File: src/rtl/exc_source_if.sv
// Exception request handshake bundle between the cause collector and the exception unit.
interface exc_source_if #(
   parameter int NIRQ = 4
);
   logic            invalid_op;
   logic [NIRQ-1:0] irq;
   logic [NIRQ-1:0] irq_mask;
   logic            ExcAck;
   logic            ERet;
   logic            Exc;
   logic [3:0]      EStatus;
   logic            busy;
   logic [NIRQ-1:0] pending;
   logic            timeout_err;

   modport master (
      input  invalid_op, irq, irq_mask, ExcAck, ERet,
      output Exc, EStatus, busy, pending, timeout_err
   );

   modport slave (
      output invalid_op, irq, irq_mask, ExcAck, ERet,
      input  Exc, EStatus, busy, pending, timeout_err
   );
endinterface

File: src/rtl/exc_source_ctrl.sv
// Collects exception causes, arbitrates by fixed priority and runs the Exc/ExcAck/ERet handshake.
//
// state   | meaning
// IDLE    | arbitrating; raises a request when a cause is eligible
// REQ     | Exc held with stable EStatus, waiting for ExcAck or timeout
// SERVICE | handler running; new requests blocked until ERet
module exc_source_ctrl #(
   parameter int NIRQ        = 4,
   parameter int ACK_TIMEOUT = 255
) (
   input logic          clk,
   input logic          reset,
   exc_source_if.master bus
);
   localparam int CW = (ACK_TIMEOUT < 2) ? 1 : $clog2(ACK_TIMEOUT);

   typedef enum logic [1:0] {IDLE, REQ, SERVICE} state_t;

   state_t          state_q, state_d;
   logic            exc_q, exc_d;
   logic [3:0]      estatus_q, estatus_d;
   logic            busy_q, busy_d;
   logic            terr_q, terr_d;
   logic [CW-1:0]   cnt_q, cnt_d;
   logic [NIRQ-1:0] pending_q, pending_d;
   logic [NIRQ-1:0] irq_q;
   logic [NIRQ-1:0] eligible;
   logic [NIRQ-1:0] clr;
   logic            win_found;
   logic [3:0]      win_code;

   assign eligible = pending_q & ~bus.irq_mask;

   // Lowest-numbered eligible line wins; scanning downward leaves the lowest hit last.
   always_comb begin
      win_found = 1'b0;
      win_code  = 4'd0;
      for (int i = NIRQ - 1; i >= 0; i--) begin
         if (eligible[i]) begin
            win_found = 1'b1;
            win_code  = 4'(i + 2);
         end
      end
   end

   always_comb begin
      state_d   = state_q;
      exc_d     = exc_q;
      estatus_d = estatus_q;
      busy_d    = busy_q;
      terr_d    = terr_q;
      cnt_d     = cnt_q;
      clr       = '0;
      case (state_q)
         IDLE: begin
            if (bus.invalid_op) begin
               estatus_d = 4'd1;
               exc_d     = 1'b1;
               cnt_d     = '0;
               state_d   = REQ;
            end else if (win_found) begin
               estatus_d = win_code;
               exc_d     = 1'b1;
               cnt_d     = '0;
               state_d   = REQ;
            end
         end
         REQ: begin
            if (bus.ExcAck) begin
               exc_d   = 1'b0;
               busy_d  = 1'b1;
               state_d = SERVICE;
               for (int i = 0; i < NIRQ; i++) begin
                  if (estatus_q == 4'(i + 2)) clr[i] = 1'b1;
               end
            end else if (cnt_q == CW'(ACK_TIMEOUT - 1)) begin
               exc_d   = 1'b0;
               terr_d  = 1'b1;
               state_d = IDLE;
            end else begin
               cnt_d = cnt_q + 1'b1;
            end
         end
         SERVICE: begin
            if (bus.ERet) begin
               busy_d  = 1'b0;
               state_d = IDLE;
            end
         end
         default: state_d = IDLE;
      endcase
      // A fresh edge in the clearing cycle must survive, so set is applied after clear.
      pending_d = (pending_q & ~clr) | (bus.irq & ~irq_q);
   end

   always_ff @(posedge clk or posedge reset) begin
      if (reset) begin
         state_q   <= IDLE;
         exc_q     <= 1'b0;
         estatus_q <= 4'd0;
         busy_q    <= 1'b0;
         terr_q    <= 1'b0;
         cnt_q     <= '0;
         pending_q <= '0;
         irq_q     <= '0;
      end else begin
         state_q   <= state_d;
         exc_q     <= exc_d;
         estatus_q <= estatus_d;
         busy_q    <= busy_d;
         terr_q    <= terr_d;
         cnt_q     <= cnt_d;
         pending_q <= pending_d;
         irq_q     <= bus.irq;
      end
   end

   assign bus.Exc         = exc_q;
   assign bus.EStatus     = estatus_q;
   assign bus.busy        = busy_q;
   assign bus.pending     = pending_q;
   assign bus.timeout_err = terr_q;
endmodule

File: src/flat_wrapper.sv
// flat-port wrapper written by rule: the top's interface ports become plain ports
module exc_source_ctrl_flat 
#(
   parameter int NIRQ        = 4,
   parameter int ACK_TIMEOUT = 255
)
  (clk, reset, bus_invalid_op, bus_irq, bus_irq_mask, bus_ExcAck, bus_ERet, bus_Exc, bus_EStatus, bus_busy, bus_pending, bus_timeout_err);
  exc_source_if #(.NIRQ(NIRQ)) bus_i ();
  input logic clk;
  input logic reset;
  input wire logic [$bits(bus_i.invalid_op)-1:0] bus_invalid_op;
  input wire logic [$bits(bus_i.irq)-1:0] bus_irq;
  input wire logic [$bits(bus_i.irq_mask)-1:0] bus_irq_mask;
  input wire logic [$bits(bus_i.ExcAck)-1:0] bus_ExcAck;
  input wire logic [$bits(bus_i.ERet)-1:0] bus_ERet;
  output wire logic [$bits(bus_i.Exc)-1:0] bus_Exc;
  output wire logic [$bits(bus_i.EStatus)-1:0] bus_EStatus;
  output wire logic [$bits(bus_i.busy)-1:0] bus_busy;
  output wire logic [$bits(bus_i.pending)-1:0] bus_pending;
  output wire logic [$bits(bus_i.timeout_err)-1:0] bus_timeout_err;
  assign bus_i.invalid_op = bus_invalid_op;
  assign bus_i.irq = bus_irq;
  assign bus_i.irq_mask = bus_irq_mask;
  assign bus_i.ExcAck = bus_ExcAck;
  assign bus_i.ERet = bus_ERet;
  assign bus_Exc = bus_i.Exc;
  assign bus_EStatus = bus_i.EStatus;
  assign bus_busy = bus_i.busy;
  assign bus_pending = bus_i.pending;
  assign bus_timeout_err = bus_i.timeout_err;
  exc_source_ctrl #(.NIRQ(NIRQ), .ACK_TIMEOUT(ACK_TIMEOUT)) u_core (.clk(clk), .reset(reset), .bus(bus_i));
endmodule
File: config.mk
export PLATFORM = sky130hd
export DESIGN_NAME = exc_source_ctrl_flat
export DESIGN_NICKNAME = d
export VERILOG_FILES = /design/src/rtl/exc_source_if.sv /design/src/rtl/exc_source_ctrl.sv /design/src/flat_wrapper.sv
export SDC_FILE = /design/constraint.sdc
export NUM_CORES = 1
export LEC_CHECK = 0
export CORE_MARGIN = 1
export CORE_UTILIZATION = 54
export DETAILED_ROUTE_END_ITERATION = 8
export GPL_TIMING_DRIVEN = 1
export HOLD_SLACK_MARGIN = 0.12
export PLACE_DENSITY_LB_ADDON = 0.3
export SYNTH_ARGS = -nofsm -noshare
export SYNTH_HDL_FRONTEND = slang
export SYNTH_SLANG_ARGS = --single-unit
File: constraint.sdc
create_clock -name clk -period 2.84 [get_ports clk]
set_input_delay 0.284 -clock clk [delete_from_list [all_inputs] [get_ports clk]]
set_output_delay 0.284 -clock clk [all_outputs]
set_load 0.05 [all_outputs]
==> flow_summary.rst, run 1 <==
.. list-table::
   :header-rows: 1

   * - Metric
     - Value
   * - Status
     - complete, no violations
   * - Mean number of vias per cell
     - 5.68
   * - Data required time of the worst path
     - 2560 ps
   * - Setup violation total in the final timing report
     - 0
   * - EDFF count, synth
     - 0
   * - Gate power share
     - 43.4%
   * - Gpl congestion
     - 0.799
   * - Most area-hungry cell type in the Yosys netlist
     - dfrtp_1
   * - Die Wd
     - 49.0 um
   * - Setup TNS after final layout
     - 0 ps
   * - Most crowded layer after global routing
     - met2
   * - Initial Utilization
     - 58.9%
   * - Category of the worst setup path launch point
     - register
   * - Chip height
     - 49.0 um
   * - Destination of the worst hold path
     - u_core.irq_q[1]
   * - Count of warnings emitted by yosys
     - 0
   * - Netlist area before placement
     - 1190 sq um
   * - Kind of cell with the highest combined delay on the critical path
     - buffers and inverters
   * - Largest net degree at the start of global routing
     - 25
   * - Final setup skew
     - 3.38 ps
   * - Clock root cell
     - clkbuf_4
   * - Switching part of the total power
     - 42.8%
   * - Slew margin rel.
     - 40.5%
   * - Transition at the pin with the smallest max-transition slack
     - 891 ps
   * - Arrival time of data at the critical path endpoint
     - 1620 ps
   * - CTS H-tree depth
     - 1
   * - Initial antenna violation count
     - 0
   * - Total vias in the final route
     - 966
   * - Maximum Capacitance Violations
     - 0
   * - Max stage delay cell, worst path
     - clkdlybuf4s50_1
   * - Number of global-route vias before repair
     - 898
   * - First-pass GRT wire length
     - 3950 um
   * - Synthesized-area fraction occupied by and/or/nand/nor cells
     - 14.6%
   * - Proportion of synthesized area in mux cells
     - 0%
   * - Worst Hold Path Cells
     - 1
   * - Buffers & Inverters on Critical Path
     - 1
   * - Post-Synthesis Mean Instance Area
     - 9.76 sq um
   * - Endpoint kind of the worst setup timing path
     - output port
   * - Hold-fix buffers at CTS
     - 0
   * - Share of flip-flops with an asynchronous set or reset
     - 100%
   * - Final clock period utilization by the worst path
     - 67.2%
   * - Total internal power
     - 799 uW
   * - Number of buffer cells added on primary ports
     - 22
   * - Power share of the sequential group
     - 38.8%
   * - DP Area
     - 1410 sq um
   * - Floorplan core area
     - 2020 sq um
   * - Resize count post-CTS
     - 0
   * - Overall Global Routing Usage
     - 22.0%
   * - Synthesized-area fraction occupied by ao, oa, aoi and oai cells
     - 23.5%
   * - Clock share of power
     - 17.9%
   * - Layout area overhead
     - 23.0%
   * - Diode count
     - 0
   * - Final slew viol count
     - 0
   * - Setup repair after global routing missed its margin
     - no
   * - Depth of the worst register-to-register path
     - 4
   * - Full die area
     - 2400 sq um
   * - Leftover overflow at the end of global routing
     - 0
   * - Static leakage
     - 0.629 nW
   * - Initial DRT Pass Iterations
     - 4
   * - Met3 capacity usage during global routing
     - 3.43%
   * - Hold wc startpoint
     - bus_irq[1]
   * - Switching power
     - 598 uW
   * - Proportion of synthesized chip area in sequential cells
     - 50.4%
   * - Most used flip-flop cell after synthesis
     - dfrtp_1
   * - Global Route met1 Usage
     - 28.9%
   * - Clock buffers created by TritonCTS
     - 3
   * - Post-DRT Antenna Nets
     - 0
   * - Wirelength, routed
     - 2410 um
   * - Standard-cell row count
     - 16
   * - TritonCTS Sinks
     - 24
   * - Register bit count reported by yosys
     - 24
   * - Post-route DRC
     - 0
   * - Reg-to-Reg End
     - u_core.bus.pending[0]
   * - Postcts setup bufs
     - 0
   * - Design Area, Final
     - 1470 sq um
   * - Largest fanout of any net on the critical path
     - 5
   * - Fraction of synthesized cell area in xor and xnor cells
     - 0%
   * - Synth Net Count
     - 137
   * - Number of DRC markers in iteration 0
     - 28
   * - Final hold violations
     - 0
   * - Clock latency on the worst-skew pair
     - 320 ps
   * - TritonCTS clock tree
     - done
   * - Cell-by-cell trace of the critical path
     - clkdlybuf4s50_1
   * - Setup slack, reg-to-reg
     - 980 ps
   * - Ports placed on the boundary
     - 24
   * - HPWL Detailed
     - 1700 um
   * - Launch point of the worst reg-to-reg path
     - u_core.state_q[0]
   * - Count of unique library cells instantiated by Yosys
     - 37
   * - Routed wire length per instance
     - 14.2 um
   * - Fraction of post-synthesis cell area in the top cell type by area
     - 50.4%
   * - Final period demand of the worst path
     - 1910 ps
   * - Critical path origin
     - u_core.bus.EStatus[2]
   * - Most area-consuming cells after synthesis
     - dfrtp_1 (50%), inv_1 (5.7%), o21ai_0 (2.9%), nand2_1 (2.8%), o41ai_1 (2.2%)
   * - Maximum buffer depth of the clock tree
     - 2
   * - Clock slew seen by the registers of the worst setup and hold paths
     - 130 ps
   * - Fraction of final layout cells with drive strength greater than 1
     - 6.99%
   * - Met2 usage in global routing
     - 34.0%
   * - Maximum vdd drop
     - 0.619 mV
   * - Cell area power density
     - 953 nW/um^2
   * - HP Class
     - in2reg
   * - Worst Path Class, Setup
     - reg2out
   * - Arithmetic-cell share of the synthesized area counting full adders, half adders and majority gates
     - 2.10%
   * - Largest stage delay on the critical path
     - 840 ps
   * - Combinational family with the most area after synthesis
     - compound AO/OA/AOI/OAI gates
   * - Instance count of the mapped netlist
     - 122
   * - Peak clock frequency supported by timing
     - 524 MHz
   * - Number of nets in the finished design
     - 159
cell families after synthesis:
kind of cell,count (synthesis)
AO/OA/AOI/OAI,38
adder cells (fa/ha/maj),2
buffers and inverters,24
flip-flops,24
other,1
AND/OR/NAND/NOR,33
layout by cell type (no fill, tap or decap), types with 2 or more instances in the layout:
| master | count |
|---|---|
| clkdlybuf4s50_1 | 22 |
| o41ai_1 | 3 |
| ha_1 | 2 |
| nand3_1 | 3 |
| nor4_1 | 2 |
| nand2_1 | 9 |
| dfrtp_1 | 24 |
| nand2b_1 | 3 |
| a211oi_1 | 2 |
| nand4_1 | 2 |
| a31oi_1 | 3 |
| nor3_1 | 5 |
| clkbuf_4 | 3 |
| nor2b_1 | 4 |
| o22ai_1 | 2 |
| a21oi_1 | 4 |
| inv_1 | 18 |
| o31ai_1 | 2 |
| o21ai_0 | 7 |
| or3_1 | 2 |
| o21ai_1 | 5 |
how the worst max path moves through the flow:
stage                       endpoint  slack [ps]  cells past startpoint
4_1_cts               bus_EStatus[2]         930                      1
3_5_place_dp         u_core.cnt_q[5]         880                      5
6_report              bus_EStatus[2]         930                      1
2_1_floorplan         u_core.bus.Exc        1210                      5
3_3_place_gp         u_core.cnt_q[5]         910                      5
5_1_grt        u_core.bus.pending[0]         780                      4
state kept, by name, summed over array words and instances (netlist names):
signal and cells:
u_core.bus.timeout_err 1, u_core.bus.busy 1, u_core.bus.EStatus 3, u_core.bus.pending 4
u_core.irq_q 4, u_core.bus.Exc 1, u_core.cnt_q 8, u_core.state_q 2
cell usage after synthesis, drive strengths merged, types with 2 or more instances:
| cell | number |
|---|---|
| ha | 2 |
| o21bai | 2 |
| nand4 | 2 |
| nand2 | 9 |
| o41ai | 4 |
| o31ai | 2 |
| inv | 18 |
| a21oi | 4 |
| dfrtp | 24 |
| a31oi | 3 |
| o21ai | 12 |
| a211oi | 2 |
| nor3 | 5 |
| nor2b | 4 |
| o22ai | 2 |
| nand3 | 3 |
| or3 | 2 |
| nand2b | 3 |
| nor4 | 2 |
| buf | 5 |
through the flow:
stage          total power [mW]  cells  setup WS [ps]  util [%]  hold slack, ps
2_1_floorplan             0.977    122           1210         -             299
3_3_place_gp               1.12    166            910      69.9             406
3_5_place_dp               1.15    166            877      69.9             412
4_1_cts                    1.40    170            926      72.5             402
5_1_grt                    1.47    170            783      72.5             395
6_report                   1.40    170            932      72.5             409
per-layer routing:
metal	routed length (um)	share of wire, %
met1	1100	46
met2	1140	47
met5	0	0
met4	61	2.5
met3	101	4.2
area by class of cell:
type | instances | area (sq um)
sequential | 24 | 601
fill | 160 | 557
multi-input combinational | 74 | 483
timing repair buffer | 23 | 228
inverter | 18 | 67.6
tap | 27 | 33.8
clock inverter | 1 | 30.0
clock buffer | 3 | 22.5
power groups by stage:
stage	Combinational, mW	Sequential [mW]	Clock [mW]
5_1_grt	0.650	0.558	0.266
2_1_floorplan	0.307	0.670	0
3_5_place_dp	0.604	0.545	0
3_3_place_gp	0.588	0.537	0
6_report	0.606	0.541	0.249
4_1_cts	0.608	0.539	0.254
No activity file was read; power rests on OpenSTA's default activity.
==> inputs of run 2 (changes only) <==
CORE_ASPECT_RATIO = 2   (was unset)
CORE_UTILIZATION = 45   (was 54)
clock period = 1.65 ns   (was 2.84 ns; I/O delays follow)
==> run 2 against run 1 <==
Compared with the run above: global-route usage is 0.17 points lower; clock power is 60% higher; sequential power up 64%; clock skew is 2.0 ps higher; flip-flop and latch count stayed put; sequential share of layout area shrank 1.7 points; count of clock-buffer cells in the layout is 1 higher; worst hold slack lost 180 ps; highest routed layer unchanged; utilization down 12 points.
==> flow_summary.rst, run 2 (synthesized netlist as in run 1, its figures left out) <==
.. list-table::
   :header-rows: 1

   * - Metric
     - Value
   * - Status
     - complete, no violations
   * - Minimum hold slack
     - 232 ps (-178 ps)
   * - Total vias in the final route
     - 993 (+2.8%)
   * - Worst Path Class, Setup
     - reg2reg
   * - Initial DRT Pass Iterations
     - 4 (unchanged)
   * - Diode count
     - 0 (unchanged)
   * - Number of flip-flops in the largest register
     - 8 (unchanged)
   * - Full die area
     - 2870 sq um (+20%)
   * - Floorplan core area
     - 2540 sq um (+25%)
   * - Total internal power
     - 1.43 mW (+80%)
   * - Number of nets in the finished design
     - 170 (+6.9%)
   * - Leftover overflow at the end of global routing
     - 0 (unchanged)
   * - Final slew viol count
     - 0 (unchanged)
   * - Most flops, register
     - u_core.cnt_q
   * - Clock share of power
     - 15.9% (-2.0 points)
   * - HPWL Detailed
     - 2140 um (+26%)
   * - Number of global-route vias before repair
     - 1063 (+18%)
   * - Leading cell type in the layout, fill and taps excluded
     - dfrtp_1
   * - Final hold violations
     - 0 (unchanged)
   * - Hold-fix buffers at CTS
     - 0 (unchanged)
   * - Arrival time of data at the critical path endpoint
     - 1690 ps (+70 ps)
   * - Data required time of the worst path
     - 1810 ps (-750 ps)
   * - Final period demand of the worst path
     - 1530 ps
   * - Initial Utilization
     - 46.9% (-12 points)
   * - Final total power
     - 2.51 mW (+80%)
   * - Maximum buffer depth of the clock tree
     - 2 (unchanged)
   * - Depth of the worst register-to-register path
     - 6 (+2)
   * - Reg-to-Reg End
     - u_core.state_q[0]
   * - Endpoint kind of the worst setup timing path
     - register
   * - Number of buffer cells added on primary ports
     - 22 (unchanged)
   * - CTS H-tree depth
     - 1 (unchanged)
   * - TritonCTS Sinks
     - 24 (unchanged)
   * - Gpl congestion
     - 0.839 (+5.0%)
   * - Maximum Capacitance Violations
     - 0 (unchanged)
   * - Power share of the sequential group
     - 35.3% (-3.5 points)
   * - Switching power
     - 1.07 mW (+80%)
   * - Setup violation total in the final timing report
     - 0 (unchanged)
   * - Largest fanout of any net on the critical path
     - 4 (-1)
   * - Fraction of final layout cells with drive strength greater than 1
     - 20.8% (+14 points)
   * - Overall Global Routing Usage
     - 21.8% (-0.17 points)
   * - Clock root cell
     - clkbuf_8
   * - Static leakage
     - 0.685 nW (+8.9%)
   * - Chip height
     - 74.8 um (+53%)
   * - Cell area power density
     - 1640 nW/um^2 (+72%)
   * - HP Class
     - in2async
   * - Final setup skew
     - 5.36 ps (+1.99 ps)
   * - TritonCTS clock tree
     - done
   * - Clock slew seen by the registers of the worst setup and hold paths
     - 80 ps (-50 ps)
   * - Standard-cell row count
     - 26 (+10)
   * - Mean number of vias per cell
     - 5.46 (-4.0%)
   * - Number of DRC markers in iteration 0
     - 33 (+18%)
   * - Setup TNS after final layout
     - 0 ps (unchanged)
   * - Post-DRT Antenna Nets
     - 0 (unchanged)
   * - Peak clock frequency supported by timing
     - 654 MHz
   * - First-pass GRT wire length
     - 4410 um (+12%)
   * - Launch point of the worst reg-to-reg path
     - u_core.cnt_q[0]
   * - Initial antenna violation count
     - 0 (unchanged)
   * - Ports placed on the boundary
     - 24 (unchanged)
   * - Setup slack, reg-to-reg
     - 120 ps (-860 ps)
   * - Switching part of the total power
     - 42.8% (about the same)
   * - Setup repair after global routing missed its margin
     - no
   * - Routed wire length per instance
     - 14.7 um (+3.7%)
   * - Clock buffers created by TritonCTS
     - 3 (unchanged)
   * - Commonest cells after routing, fill and taps aside
     - dfrtp_1 (24), buf_4 (21), inv_1 (17)
   * - Die Wd
     - 38.4 um (-22%)
   * - Clock latency on the worst-skew pair
     - 270 ps (-50 ps)
   * - Post-route DRC
     - 0 (unchanged)
   * - Layout area overhead
     - 28.5%
   * - Largest net degree at the start of global routing
     - 25 (unchanged)
   * - Final clock period utilization by the worst path
     - 92.7%
   * - Wirelength, routed
     - 2670 um (+11%)
   * - Maximum vdd drop
     - 0.883 mV (+43%)
   * - Category of the worst setup path launch point
     - register
   * - Gate power share
     - 48.8% (+5.4 points)
run 2: cell types whose count changed in the layout (fill, tap and decap cells not counted), moves of 3 or more:
cell,change
clkbuf_4,-3
clkbuf_8,+4
clkdlybuf4s50_1,-10
buf_4,+20
run 2: layout make-up:
type / instances / area, sq um
clock buffers: 4 / 55.1
fillers: 222 / 1010
inverters: 18 / 67.6
multi-input cells: 74 / 483
flip-flops and latches: 24 / 601
well taps: 28 / 35.0
repair buffers: 34 / 289
run 2: layer usage:
metal  track usage [%]  vias to the layer above  routed length, um
met5                 0                        -                  0
li1                  -                      486                  -
met3              1.47                        7                 46
met2              41.4                       22               1640
met4              14.6                        0                 65
met1              20.7                      478                923
run 2: how the worst max path moves through the flow:
stage               depth (start not counted)                end                   from  slack [ps]
floorplan                                   5     u_core.bus.Exc  u_core.bus.pending[0]          20
global placement                            5    u_core.cnt_q[5]             bus_ExcAck          20
detailed placement                          5    u_core.cnt_q[5]             bus_ExcAck         -30
CTS                                         6  u_core.state_q[0]        u_core.cnt_q[0]         100
global route                                7    u_core.cnt_q[2]        u_core.cnt_q[0]           8
finish                                      6  u_core.state_q[0]        u_core.cnt_q[0]         120
run 2: power groups by stage:
stage / Clock (mW) / Sequential, mW / Combinational [mW]
after floorplan: 0 / 1.15 / 0.528
after global placement: 0 / 0.888 / 1.17
after detailed placement: 0 / 0.895 / 1.20
after CTS: 0.403 / 0.887 / 1.21
after global routing: 0.422 / 0.909 / 1.31
final: 0.398 / 0.887 / 1.22
run 2: timing repair:
| item | CTS | global route |
|---|---|---|
| setup endpoints to repair | 0 | 3 |
| buffers inserted | 0 | 1 |
| resized for setup | 0 | 2 |
run 2: worst max-delay path, stage by stage (launching register included):
cell      delay (ps)
dfrtp_1          380
inv_1             80
ha_1             160
nand4_1          200
o21bai_4         260
inv_2             60
or2_2            290
run 2: metrics by stage:
step | utilization (%) | std cells | worst slack [ps] | area [sq um]
2_1_floorplan | - | 122 | 16.9 | 1190
3_3_place_gp | 57.7 | 177 | 24.1 | 1460
3_5_place_dp | 57.7 | 177 | -33.7 | 1460
4_1_cts | 59.9 | 181 | 97.9 | 1520
5_1_grt | 60.3 | 182 | 8.45 | 1530
6_report | 60.3 | 182 | 120 | 1530
